**config.mk**
```make
export PLATFORM = sky130hd
export DESIGN_NAME = nibble_add_sequencer
export DESIGN_NICKNAME = d
export VERILOG_FILES = /design/src/rtl/nibble_seq_pkg.sv /design/src/rtl/nibble_add_sequencer.sv
export SDC_FILE = /design/constraint.sdc
export NUM_CORES = 1
export LEC_CHECK = 0
export CAP_MARGIN = 25
export CORE_MARGIN = 1
export CORE_UTILIZATION = 45
export DETAILED_ROUTE_END_ITERATION = 10
export PLACE_DENSITY_LB_ADDON = 0.1
export SLEW_MARGIN = 20
export SYNTH_ARGS = -nofsm -noshare
export SYNTH_HDL_FRONTEND = slang
export SYNTH_SLANG_ARGS = --single-unit
```
**constraint.sdc**
```tcl
create_clock -name Clock -period 1.81 [get_ports Clock]
set_input_delay 0.4525 -clock Clock [delete_from_list [all_inputs] [get_ports Clock]]
set_output_delay 0.4525 -clock Clock [all_outputs]
set_load 0.005 [all_outputs]
```
**src/rtl/nibble_seq_pkg.sv**
```systemverilog
// -----------------------------------------------------------------------------
// nibble_seq_pkg
// Shared types and helpers for the nibble add sequencer.
//   NIB_W    : width of one adder step (a nibble)
//   MAX_W    : widest operand the nibble selector can take
//   state_e  : sequencer FSM states
//   nib_sel  : returns nibble number idx of a (zero-extended) vector
// -----------------------------------------------------------------------------
package nibble_seq_pkg;

    localparam int NIB_W = 4;
    localparam int MAX_W = 64;

    typedef enum logic [1:0] {
        IDLE = 2'd0,
        STEP = 2'd1,
        DONE = 2'd2
    } state_e;

    // Shift rather than part-select so the nibble index needs no sizing.
    function automatic logic [NIB_W-1:0] nib_sel(input logic [MAX_W-1:0] vec,
                                                 input int unsigned       idx);
        logic [MAX_W-1:0] shifted_s;
        shifted_s = vec >> (NIB_W * idx);
        return shifted_s[NIB_W-1:0];
    endfunction

endpackage

```
**src/rtl/nibble_add_sequencer.sv**
```systemverilog
// -----------------------------------------------------------------------------
// nibble_add_sequencer
// Splits a WIDTH-bit add into NIBBLES steps on an external 4-bit registered
// adder, LSB nibble first, chaining the carry between steps, and returns the
// assembled sum plus carry-out.
//
// Ports
//   Clock, Reset_n          : clock (rising edge), synchronous active-low reset
//   in_valid/in_ready       : request handshake; in_a, in_b, in_cin operands
//   add_a, add_b, add_cin   : nibble operands to the adder (0 outside STEP)
//   add_sum, add_cout       : adder results, valid ADDER_LAT cycles after inputs
//   out_valid/out_ready     : result handshake; out_sum, out_cout result
// -----------------------------------------------------------------------------
module nibble_add_sequencer
    import nibble_seq_pkg::*;
#(
    parameter int WIDTH     = 16,
    parameter int ADDER_LAT = 1
) (
    input  logic             Clock,
    input  logic             Reset_n,
    input  logic             in_valid,
    output logic             in_ready,
    input  logic [WIDTH-1:0] in_a,
    input  logic [WIDTH-1:0] in_b,
    input  logic             in_cin,
    output logic [3:0]       add_a,
    output logic [3:0]       add_b,
    output logic             add_cin,
    input  logic [3:0]       add_sum,
    input  logic             add_cout,
    output logic             out_valid,
    input  logic             out_ready,
    output logic [WIDTH-1:0] out_sum,
    output logic             out_cout
);

    localparam int NIBBLES = WIDTH / NIB_W;
    localparam int IDX_W   = (NIBBLES > 1) ? $clog2(NIBBLES) : 1;
    localparam int WCNT_W  = ($clog2(ADDER_LAT + 1) > 0) ? $clog2(ADDER_LAT + 1) : 1;

    generate
        if ((WIDTH < NIB_W) || ((WIDTH % NIB_W) != 0) || (WIDTH > MAX_W)) begin : g_bad_width
            $error("nibble_add_sequencer: WIDTH must be a multiple of 4 in 4..64");
        end
        if (ADDER_LAT < 1) begin : g_bad_lat
            $error("nibble_add_sequencer: ADDER_LAT must be at least 1");
        end
    endgenerate

    state_e             state_r;
    logic               in_ready_r;
    logic               out_valid_r;
    logic [WIDTH-1:0]   out_sum_r;
    logic               out_cout_r;
    logic [3:0]         add_a_r;
    logic [3:0]         add_b_r;
    logic               add_cin_r;
    logic [WIDTH-1:0]   a_r;
    logic [WIDTH-1:0]   b_r;
    logic [WIDTH-1:0]   res_r;
    logic               carry_r;
    logic [IDX_W-1:0]   idx_r;
    logic [WCNT_W-1:0]  wcnt_r;

    logic [WIDTH-1:0]   res_next_s;
    logic [IDX_W-1:0]   idx_inc_s;
    logic               last_step_s;
    logic               sum_ready_s;

    // Result vector with the current adder nibble merged in, plus step control.
    always_comb begin
        res_next_s  = res_r;
        idx_inc_s   = idx_r + 1'b1;
        last_step_s = (idx_r == IDX_W'(NIBBLES - 1));
        sum_ready_s = (wcnt_r == WCNT_W'(ADDER_LAT));
        if (state_r == STEP) begin
            res_next_s = (res_r & ~(WIDTH'(4'hF) << (NIB_W * idx_r)))
                       | (WIDTH'(add_sum) << (NIB_W * idx_r));
        end else begin
            res_next_s = res_r;
        end
    end

    // Sequencer FSM with all outputs registered; adder operands for the next
    // step are loaded on the same edge that retires the current one, so they
    // are valid from the first cycle of every step.
    always_ff @(posedge Clock) begin
        if (!Reset_n) begin
            state_r     <= IDLE;
            in_ready_r  <= 1'b0;
            out_valid_r <= 1'b0;
            out_sum_r   <= '0;
            out_cout_r  <= 1'b0;
            add_a_r     <= 4'h0;
            add_b_r     <= 4'h0;
            add_cin_r   <= 1'b0;
            a_r         <= '0;
            b_r         <= '0;
            res_r       <= '0;
            carry_r     <= 1'b0;
            idx_r       <= '0;
            wcnt_r      <= '0;
        end else begin
            case (state_r)
                IDLE: begin
                    if (in_ready_r && in_valid) begin
                        a_r        <= in_a;
                        b_r        <= in_b;
                        carry_r    <= in_cin;
                        res_r      <= '0;
                        idx_r      <= '0;
                        wcnt_r     <= '0;
                        in_ready_r <= 1'b0;
                        add_a_r    <= nib_sel(MAX_W'(in_a), 32'd0);
                        add_b_r    <= nib_sel(MAX_W'(in_b), 32'd0);
                        add_cin_r  <= in_cin;
                        state_r    <= STEP;
                    end else begin
                        in_ready_r <= 1'b1;
                    end
                end
                STEP: begin
                    if (sum_ready_s) begin
                        res_r   <= res_next_s;
                        carry_r <= add_cout;
                        wcnt_r  <= '0;
                        if (last_step_s) begin
                            idx_r       <= '0;
                            out_sum_r   <= res_next_s;
                            out_cout_r  <= add_cout;
                            out_valid_r <= 1'b1;
                            add_a_r     <= 4'h0;
                            add_b_r     <= 4'h0;
                            add_cin_r   <= 1'b0;
                            state_r     <= DONE;
                        end else begin
                            idx_r     <= idx_inc_s;
                            add_a_r   <= nib_sel(MAX_W'(a_r), 32'(idx_inc_s));
                            add_b_r   <= nib_sel(MAX_W'(b_r), 32'(idx_inc_s));
                            add_cin_r <= add_cout;
                        end
                    end else begin
                        wcnt_r <= wcnt_r + 1'b1;
                    end
                end
                DONE: begin
                    if (out_ready) begin
                        out_valid_r <= 1'b0;
                        in_ready_r  <= 1'b1;
                        state_r     <= IDLE;
                    end else begin
                        out_valid_r <= 1'b1;
                    end
                end
                default: begin
                    state_r     <= IDLE;
                    in_ready_r  <= 1'b0;
                    out_valid_r <= 1'b0;
                    add_a_r     <= 4'h0;
                    add_b_r     <= 4'h0;
                    add_cin_r   <= 1'b0;
                end
            endcase
        end
    end

    assign in_ready  = in_ready_r;
    assign out_valid = out_valid_r;
    assign out_sum   = out_sum_r;
    assign out_cout  = out_cout_r;
    assign add_a     = add_a_r;
    assign add_b     = add_b_r;
    assign add_cin   = add_cin_r;

endmodule

```
# After elaboration in Yosys (flattened, before gate mapping)
# Cells that the tools add are included.
[classes]
shift = 4
div_mod_pow = 0
n_mux = 34
bitwise = 6
add_sub_neg = 2
n_reduce_logical = 11
multipliers = 0
order_cmp = 0
n_eq_ne = 7
[ops]
columns = ["cell", "count"]
rows = [
  ["$mux W16", 2],
  ["$pmux W16 S2", 1],
  ["$shr A16 B4 Y4", 2],
  ["$mux W4", 6],
  ["$pmux W4 S3", 2],
  ["$and A16 B16 Y16", 1],
  ["$not A16 Y16", 1],
  ["$or A16 B16 Y16", 1],
  ["$shl A4 B4 Y16", 1],
  ["$shl A4 B4 Y16 const A", 1],
  ["$mux W2", 7],
  ["$reduce_and A3 Y1", 4],
  ["$mux W1", 10],
  ["$pmux W1 S3", 3],
  ["$ne A2 B2 Y1 const B", 4],
  ["$pmux W2 S3", 1],
  ["$reduce_and A2 Y1", 3],
  ["$eq A2 B2 Y1 const B", 2],
  ["$pmux W2 S2", 1],
  ["$reduce_and A4 Y1", 1],
  ["$not A1 Y1", 3],
  ["$add A2 B1 Y2 const B", 1],
  ["$eq A2 B1 Y1 const B", 1],
  ["$logic_not A2 Y1", 1],
  ["4 further kinds", 4],
]
[totals]
register_bits = 81
ramBits = 0
latch_bits = 0
n_memories = 0
rom_bits = 0
in_bits = 42

# Longest topological paths before layout
# Gate-level depths: netlist of run 1.
[depth]
ltp_word = 6
depth_mapped = 8

# Worst setup path after synthesis of run 1
# OpenSTA, ideal clock, no wires.
[synth_timing]
path_type = "register to register"
from = "register idx_r[0]"
to = "register add_a_r[2] (netlist: add_a[2])"
n_path_buf = 2
path_slack_ns = -0.048
arrival_time_ns = 1.741
path_stages_with_launch = 9
path_cell_list = "dfxtp_1 buf_2 inv_1 ha_1 and3b_1 buf_1 a22oi_1 nand2_1 a22o_1"
[synth_between]
elab_chain_len = 5
[synth_rtl]
columns = ["item", "line_no", "source"]
rows = [
  ["start, declared", "nibble_add_sequencer.sv:63", "logic [IDX_W-1:0] idx_r;"],
  ["start signal, assigned", "nibble_add_sequencer.sv:138", "idx_r <= idx_inc_s;"],
  ["$add A2 B1 Y2", "nibble_add_sequencer.sv:74", "idx_inc_s = idx_r + 1'b1;"],
  ["$shr A16 B4 Y4", "nibble_seq_pkg.sv:24", "shifted_s = vec >> (NIB_W * idx);"],
  ["$mux W4 (*)", "nibble_add_sequencer.sv:128", "if (last_step_s) begin"],
  ["$mux W4 (*)", "nibble_add_sequencer.sv:124", "if (sum_ready_s) begin"],
  ["$pmux W4 S3 (*)", "nibble_add_sequencer.sv:105", "case (state_r)"],
  ["end signal, assigned", "nibble_add_sequencer.sv:115", "add_a_r <= nib_sel(MAX_W'(in_a), 32'd0);"],
  ["end signal, assigned", "nibble_add_sequencer.sv:139", "add_a_r <= nib_sel(MAX_W'(a_r), 32'(idx_inc_s));"],
  ["end, declared", "nibble_add_sequencer.sv:56", "logic [3:0] add_a_r;"],
]
# Mark *: on every way between the ends. The rest lies on a longest branch, timed or not. The select of a mux whose other input is x is not followed.
# A chain may end at the register's enable or synchronous reset.

# Final worst setup path of run 1
[layout_timing]
from = "register in_ready_r (netlist: in_ready)"
to = "output in_ready"
[layout_rtl]
columns = ["item", "line_no", "source"]
rows = [
  ["start, declared", "nibble_add_sequencer.sv:52", "logic in_ready_r;"],
  ["start signal, assigned", "nibble_add_sequencer.sv:91", "in_ready_r <= 1'b0;"],
  ["start signal, assigned", "nibble_add_sequencer.sv:114", "in_ready_r <= 1'b0;"],
  ["start signal, assigned", "nibble_add_sequencer.sv:120", "in_ready_r <= 1'b1;"],
  ["end, declared", "nibble_add_sequencer.sv:23", "output logic in_ready,"],
]
# No word-level cell between the ends.

==> impl_metrics.py, run 1 <==
metrics = {
    "outcome": {
        "outcome": "complete, no violations",
    },
    "cts": {
        "cts_buffers": 9,
        "root_buffer": "clkbuf_8",
        "cts_sinks": 77,
        "worstSkewPairLatency_ns": 0.34,
        "clock_path_buffers": 2,
        "cts_tree": "yes",
        "ctsHoldBuffers": 0,
        "clk_pin_slew_ns": 0.07,
        "htreeDepth": 3,
    },
    "die": {
        "fp.dieW_um": 87.1,
        "start_util_pct": 47.2,
        "io-pin-count": 70,
        "core_area_mm2": 0.00691,
        "die_h_um": 87.1,
        "core.rowCount": 30,
        "die_area_mm2": 0.00758,
    },
    "global_route": {
        "grt.busiest_layer": "met2",
        "groute.layer.met1.usage_pct": 32.2,
        "grt_use_met2_pct": 34.0,
        "grt_max_degree": 33,
        "grt_overflow": 0,
        "antenna_found_initial": 0,
        "grt_util_met3_pct": 4.08,
        "grt_pass1_vias": 2743,
        "track_usage_pct": 22.8,
        "grt_first_pass_wirelength_um": 13300,
    },
    "yosys": {
        "synth_cells": 376,
        "synth_seq_cells": 77,
        "syn_area_mm2": 0.00326,
        "synthArstFlopShare_pct": 0,
        "synth_nets": 426,
        "ys.flop_type": "dfxtp_1",
        "synth_top_area_cell": "dfxtp_1",
        "synth_edf_count": 0,
        "synth_area_leaders": "dfxtp_1 47%, nand2_1 9.9%, a21oi_1 7.2%",
        "synth_warnings": 0,
        "yosys.area.top_type_share_pct": 47.3,
        "avgSynthCellArea_um2": 8.66,
        "ys_seq_area_share_pct": 47.3,
        "yosysUniqueCellTypes": 35,
    },
    "setup_path": {
        "max_stage_delay_ns": 0.53,
        "r2r_end": "add_a[3]",
        "reg2reg_from": "state_r[0]",
        "cp_max_fo": 5,
        "rr_worst_depth": 6,
        "worstSetupPathDepth": 1,
        "rrSetupSlack_ns": 0.10,
        "end_kind": "output pin",
        "crit_required_ns": 1.36,
        "cp_slowest_cell": "clkdlybuf4s50_1",
        "path_class": "reg2out",
        "cp_cell_sequence": "clkdlybuf4s50_1",
        "path_buf_inv": 1,
        "cp-start-kind": "flip-flop",
        "crit_family": "buffers and inverters",
        "critPathArrivalTime_ns": 1.29,
    },
    "route": {
        "antenna_left": 0,
        "routed-via-count": 2917,
        "wire_per_inst_um": 14.6,
        "drtPass1Iterations": 4,
        "viasPerCell": 5.21,
        "wirelength_um": 8150,
        "drcViolationCount": 0,
        "drtIter0Drc": 124,
    },
    "sta": {
        "final-hold-violation-count": 0,
        "post-route-period-util_pct": 96.0,
        "finalMaxSlewViolations": 0,
        "setup_viol_count_final": 0,
        "timing.fmax_mhz": 575,
        "slew_headroom_pct": 72.7,
        "skew_ns": 0.00643,
        "rsz0062_at_grt": "true",
        "fin_crit_ns": 1.74,
        "tightest_slew_ns": 0.409,
    },
    "final_layout": {
        "finalInstanceArea_mm2": 0.00449,
        "final_common_cell": "nand2_1",
        "finalNetCount": 510,
        "layout_common_cells": "86 x nand2_1, 76 x dfxtp_1, 69 x clkdlybuf4s50_1",
        "insertedDiodeCount": 0,
        "syn_to_final_growth_pct": 37.8,
        "layout-drive-gt1-share_pct": 14.7,
        "fin_util_pct": 65.0,
    },
    "placed_design": {
        "gp_congestion": 0.787,
        "io_buffers": 69,
        "place_area_mm2": 0.00417,
        "hpwl_um": 5560,
    },
    "min_path": {
        "whs_path_depth": 1,
        "hold_start": "res_r[1]",
        "hold_path_class": "reg2reg",
        "hold_end": "res_r[1]",
    },
    "pwr": {
        "leakagePower_uw": 0.00167,
        "p_per_area_mw_per_mm2": 1250,
        "ir_worst_vdd_v": 0.000763,
        "total_power_uw": 5610,
    },
    "flow_run": {
        "cap_violations": 0,
    },
}
==> logic make-up (layout without fill, tap and decap cells) <==
family	after synthesis	after routing	share of synthesized area [%]
and+or+nand+nor	143	143	19.6
AOI/OAI and AO/OA	97	97	19.7
DFF	77	77	47.3
buffers and inverters	32	120	3.88
muxes	18	18	6.15
adders and majority gates	8	8	3.07
xor gates and xnor gates	1	1	0.269
==> flip-flops by register name, indices dropped and copies added (netlist names) <==
register,count
sum_ready_s,1
out_sum,16
idx_r,2
state_r,2
add_cin,1
add_b,4
a_r,16
out_cout,1
in_ready,1
b_r,16
res_r,12
out_valid,1
add_a,4
==> what timing repair did <==
action                                 CTS  global route
endpoints found under the hold margin    0             0
pin swaps                                1             3
setup endpoints to repair                8            26
gates resized for setup                  1             8
buffers inserted                         1             3
==> layer usage <==
| layer | vias up | wire length, um |
|---|---|---|
| li1 | 1473 | - |
| met1 | 1341 | 3990 |
| met2 | 92 | 3610 |
| met3 | 11 | 429 |
| met4 | 0 | 123 |
| met5 | - | 0 |
==> per-stage QoR <==
step	setup TNS, ns	instances	hold WS, ns	setup WS [ns]
after floorplan	0	376	0.425	0.0101
after global placement	-2.21	541	0.438	-0.206
after detailed placement	-2.85	541	0.439	-0.258
after global routing	-0.0489	560	0.474	-0.0273
after CTS	0	557	0.458	0.0205
final	0	560	0.455	0.0718
==> where the power goes <==
group / internal (uW) / total [uW] / leakage, uW / switching (uW)
Clock: 982 / 1580 / 0.000125 / 596
Combinational: 980 / 1960 / 0.000918 / 980
Sequential: 1910 / 2070 / 0.000625 / 155
==> cells in the mapped netlist, types with 2 or more instances <==
master     count
nor2b_1       10
mux2_2        16
mux2i_1        2
nand3_1        6
a211oi_1      10
o2bb2ai_1      8
nor2_1        24
dfxtp_1       77
o21ai_0        2
ha_1           8
a22oi_1        8
a221oi_1       4
buf_1          2
and3_1         2
buf_2          5
inv_1         10
nand2_1       86
a22o_1        12
a21oi_1       47
clkbuf_1      15
nor3_1         8
==> worst max path at each step <==
stage	startpoint	slack, ns	end
2_1_floorplan	idx_r[0]	0.01	add_a[2]
3_3_place_gp	in_valid	-0.21	add_a[2]
3_5_place_dp	in_valid	-0.26	add_a[2]
4_1_cts	state_r[1]	0.02	add_b[2]
5_1_grt	state_r[0]	-0.03	add_cin
6_report	in_ready	0.07	in_ready
==> layout make-up <==
class                           instances  area, um2
Inverter                               10       37.5
Clock inverter                          4       95.1
Timing Repair Buffer                   95        927
Fill cell                             607       2420
Clock buffer                           11        151
Tap cell                               96        120
Multi-Input combinational cell        267       1620
Sequential cell                        77       1540
Note: power is estimated with default switching activity, not from simulation.
==> run 2: changes to the inputs <==
--- a/config.mk
+++ b/config.mk
@@ -6,8 +6,8 @@
 export NUM_CORES = 1
 export LEC_CHECK = 0
 export CAP_MARGIN = 25
-export CORE_MARGIN = 1
 export CORE_UTILIZATION = 45
+export CTS_CLUSTER_DIAMETER = 40
 export DETAILED_ROUTE_END_ITERATION = 10
 export PLACE_DENSITY_LB_ADDON = 0.1
 export SLEW_MARGIN = 20
==> results of run 2 <==
Same layout as run 1: the final DEF is identical, and so are final timing and power.
==> run 3: changes to the inputs <==
--- a/config.mk
+++ b/config.mk
@@ -6,7 +6,8 @@
 export NUM_CORES = 1
 export LEC_CHECK = 0
 export CAP_MARGIN = 25
-export CORE_UTILIZATION = 45
+export CORE_ASPECT_RATIO = 1.25
+export CORE_UTILIZATION = 50
 export CTS_CLUSTER_DIAMETER = 40
 export DETAILED_ROUTE_END_ITERATION = 10
 export PLACE_DENSITY_LB_ADDON = 0.1
==> constraint.sdc (replaced) <==
create_clock -name Clock -period 1.72 [get_ports Clock]
set_input_delay 0.43 -clock Clock [delete_from_list [all_inputs] [get_ports Clock]]
set_output_delay 0.43 -clock Clock [all_outputs]
set_load 0.005 [all_outputs]
==> run 3 against run 2 <==
Critical path type unchanged. Largest power group unchanged. Critical endpoint unchanged. Sequential power grew 5%. Highest routed layer unchanged. Die area shrank 9.8%. Routed wire length shrank 6.0%. Clock skew grew 0.0045 ns.
==> impl_metrics.py, run 3 (synthesized netlist as in run 1, its figures left out) <==
metrics = {
    "sta": {
        "fin_ws_ns": 0.0538,
        "skew_ns": 0.0109,
        "finalMaxSlewViolations": 0,
        "fin_crit_ns": 1.67,
        "final-hold-violation-count": 0,
        "tightest_slew_ns": 0.390,
        "slew_headroom_pct": 74.0,
        "setup_viol_count_final": 0,
        "timing.fmax_mhz": 600,
        "post-route-period-util_pct": 96.9,
        "timing.hold.ws_ns": 0.456,
    },
    "die": {
        "start_util_pct": 52.1,
        "fp.dieW_um": 74.2,
        "core.rowCount": 32,
        "die_h_um": 92.2,
        "io-pin-count": 70,
        "die_area_mm2": 0.00684,
        "core_area_mm2": 0.00625,
    },
    "route": {
        "routed-via-count": 2851,
        "drtPass1Iterations": 5,
        "viasPerCell": 5.21,
        "wire_per_inst_um": 14.0,
        "drcViolationCount": 0,
        "antenna_left": 0,
        "wirelength_um": 7670,
        "drtIter0Drc": 133,
    },
    "cts": {
        "cts_buffers": 9,
        "cts_tree": "yes",
        "htreeDepth": 3,
        "clock_path_buffers": 2,
        "worstSkewPairLatency_ns": 0.35,
        "ctsHoldBuffers": 0,
        "clk_pin_slew_ns": 0.08,
        "root_buffer": "clkbuf_8",
        "cts_sinks": 77,
    },
    "setup_path": {
        "cp_max_fo": 5,
        "path_class": "reg2out",
        "end_kind": "output pin",
        "crit_family": "buffers and inverters",
        "cp_cell_sequence": "clkdlybuf4s50_1",
        "cp_slowest_cell": "clkdlybuf4s50_1",
        "max_stage_delay_ns": 0.51,
        "path_buf_inv": 1,
        "crit_required_ns": 1.29,
        "cp-start-kind": "flip-flop",
        "critPathArrivalTime_ns": 1.24,
    },
    "global_route": {
        "grt_overflow": 0,
        "grt_first_pass_wirelength_um": 12700,
        "grt_pass1_vias": 2770,
        "grt_max_degree": 33,
        "antenna_found_initial": 0,
        "track_usage_pct": 24.7,
    },
    "pwr": {
        "p_clk_share_pct": 27.7,
        "p_seq_share_pct": 37.5,
        "swShare_pct": 31.2,
        "power_switching_uw": 1820,
        "p_per_area_mw_per_mm2": 1290,
        "leakagePower_uw": 0.00165,
        "intPower_uw": 4000,
        "p_comb_share_pct": 34.7,
        "total_power_uw": 5810,
        "ir_worst_vdd_v": 0.000686,
    },
    "placed_design": {
        "hpwl_um": 5450,
        "place_area_mm2": 0.00418,
        "io_buffers": 69,
        "post-place-ws_ns": -0.281,
        "gp_congestion": 0.794,
        "dp_cells": 530,
    },
    "final_layout": {
        "multi_input_area_mm2": 0.00165,
        "final_common_cell": "nand2_1",
        "num-fill-cells": 512,
        "seq_area_mm2": 0.00155,
        "insertedDiodeCount": 0,
        "syn_to_final_growth_pct": 37.8,
        "layout_common_cells": "86 x nand2_1, 74 x dfxtp_1, 69 x clkdlybuf4s50_1",
        "finalNetCount": 507,
        "layout-drive-gt1-share_pct": 15.8,
        "final_cells": 547,
        "finalInstanceArea_mm2": 0.00449,
    },
    "min_path": {
        "hold_path_class": "reg2reg",
    },
    "outcome": {
        "outcome": "complete, no violations",
    },
    "flow_run": {
        "cap_violations": 0,
    },
}
[run 3: layout make-up]
type | instances | area share, %
clock buffer | 10 | 2.84
clock inverter | 6 | 2.48
inverter | 10 | 0.836
multi-input combinational | 267 | 36.7
sequential | 77 | 34.4
tap | 85 | 2.37
timing repair buffer | 92 | 20.3
[run 3: power by group through the flow]
stage	logic, uW	clock network [uW]	registers (uW)
finish	2020	1610	2180
global route	2230	1740	2210
CTS	1940	1650	2170
detailed placement	1910	0	2200
global placement	1870	0	2200
floorplan	1150	0	2170
[run 3: timing repair]
item	in CTS	in global routing
pin swaps	1	1
gates resized for setup	3	16
endpoints found under the setup margin	20	56
setup buffers	1	0
hold endpoints to repair	0	0
cloned	0	0
[run 3: tightest hold or removal path: stages, from the launching register on]
cell and delay (ns):
dfxtp_1 0.31, nand2_1 0.05, a21oi_1 0.05
[run 3: metal layers]
| metal | routed length, um | up-vias | track usage, % | part of all wire (%) |
|---|---|---|---|---|
| met5 | 0 | - | 0 | 0 |
| met2 | 3880 | 62 | 42.3 | 51 |
| met4 | 159 | 0 | 12.2 | 2.1 |
| li1 | - | 1465 | - | - |
| met1 | 3360 | 1313 | 28.3 | 44 |
| met3 | 266 | 11 | 5.38 | 3.5 |
[run 3: stage by stage]
step	utilization [%]	TNS (ns)
after floorplan	-	0
after global placement	66.9	-4.60
after detailed placement	66.9	-6.16
after CTS	71.0	-0.110
after global routing	71.9	-0.00721
final	71.9	0
[run 3: final timing paths]
kind | from | endpoint | slack (ns) | depth (start not counted)
worst max-delay path | in_ready | in_ready | 0.05 | 1
worst min-delay path | b_r[14] | b_r[14] | 0.46 | 2
worst max register to register | state_r[0] | add_a[2] | 0.10 | 7
worst min register to register | b_r[14] | b_r[14] | 0.46 | 2
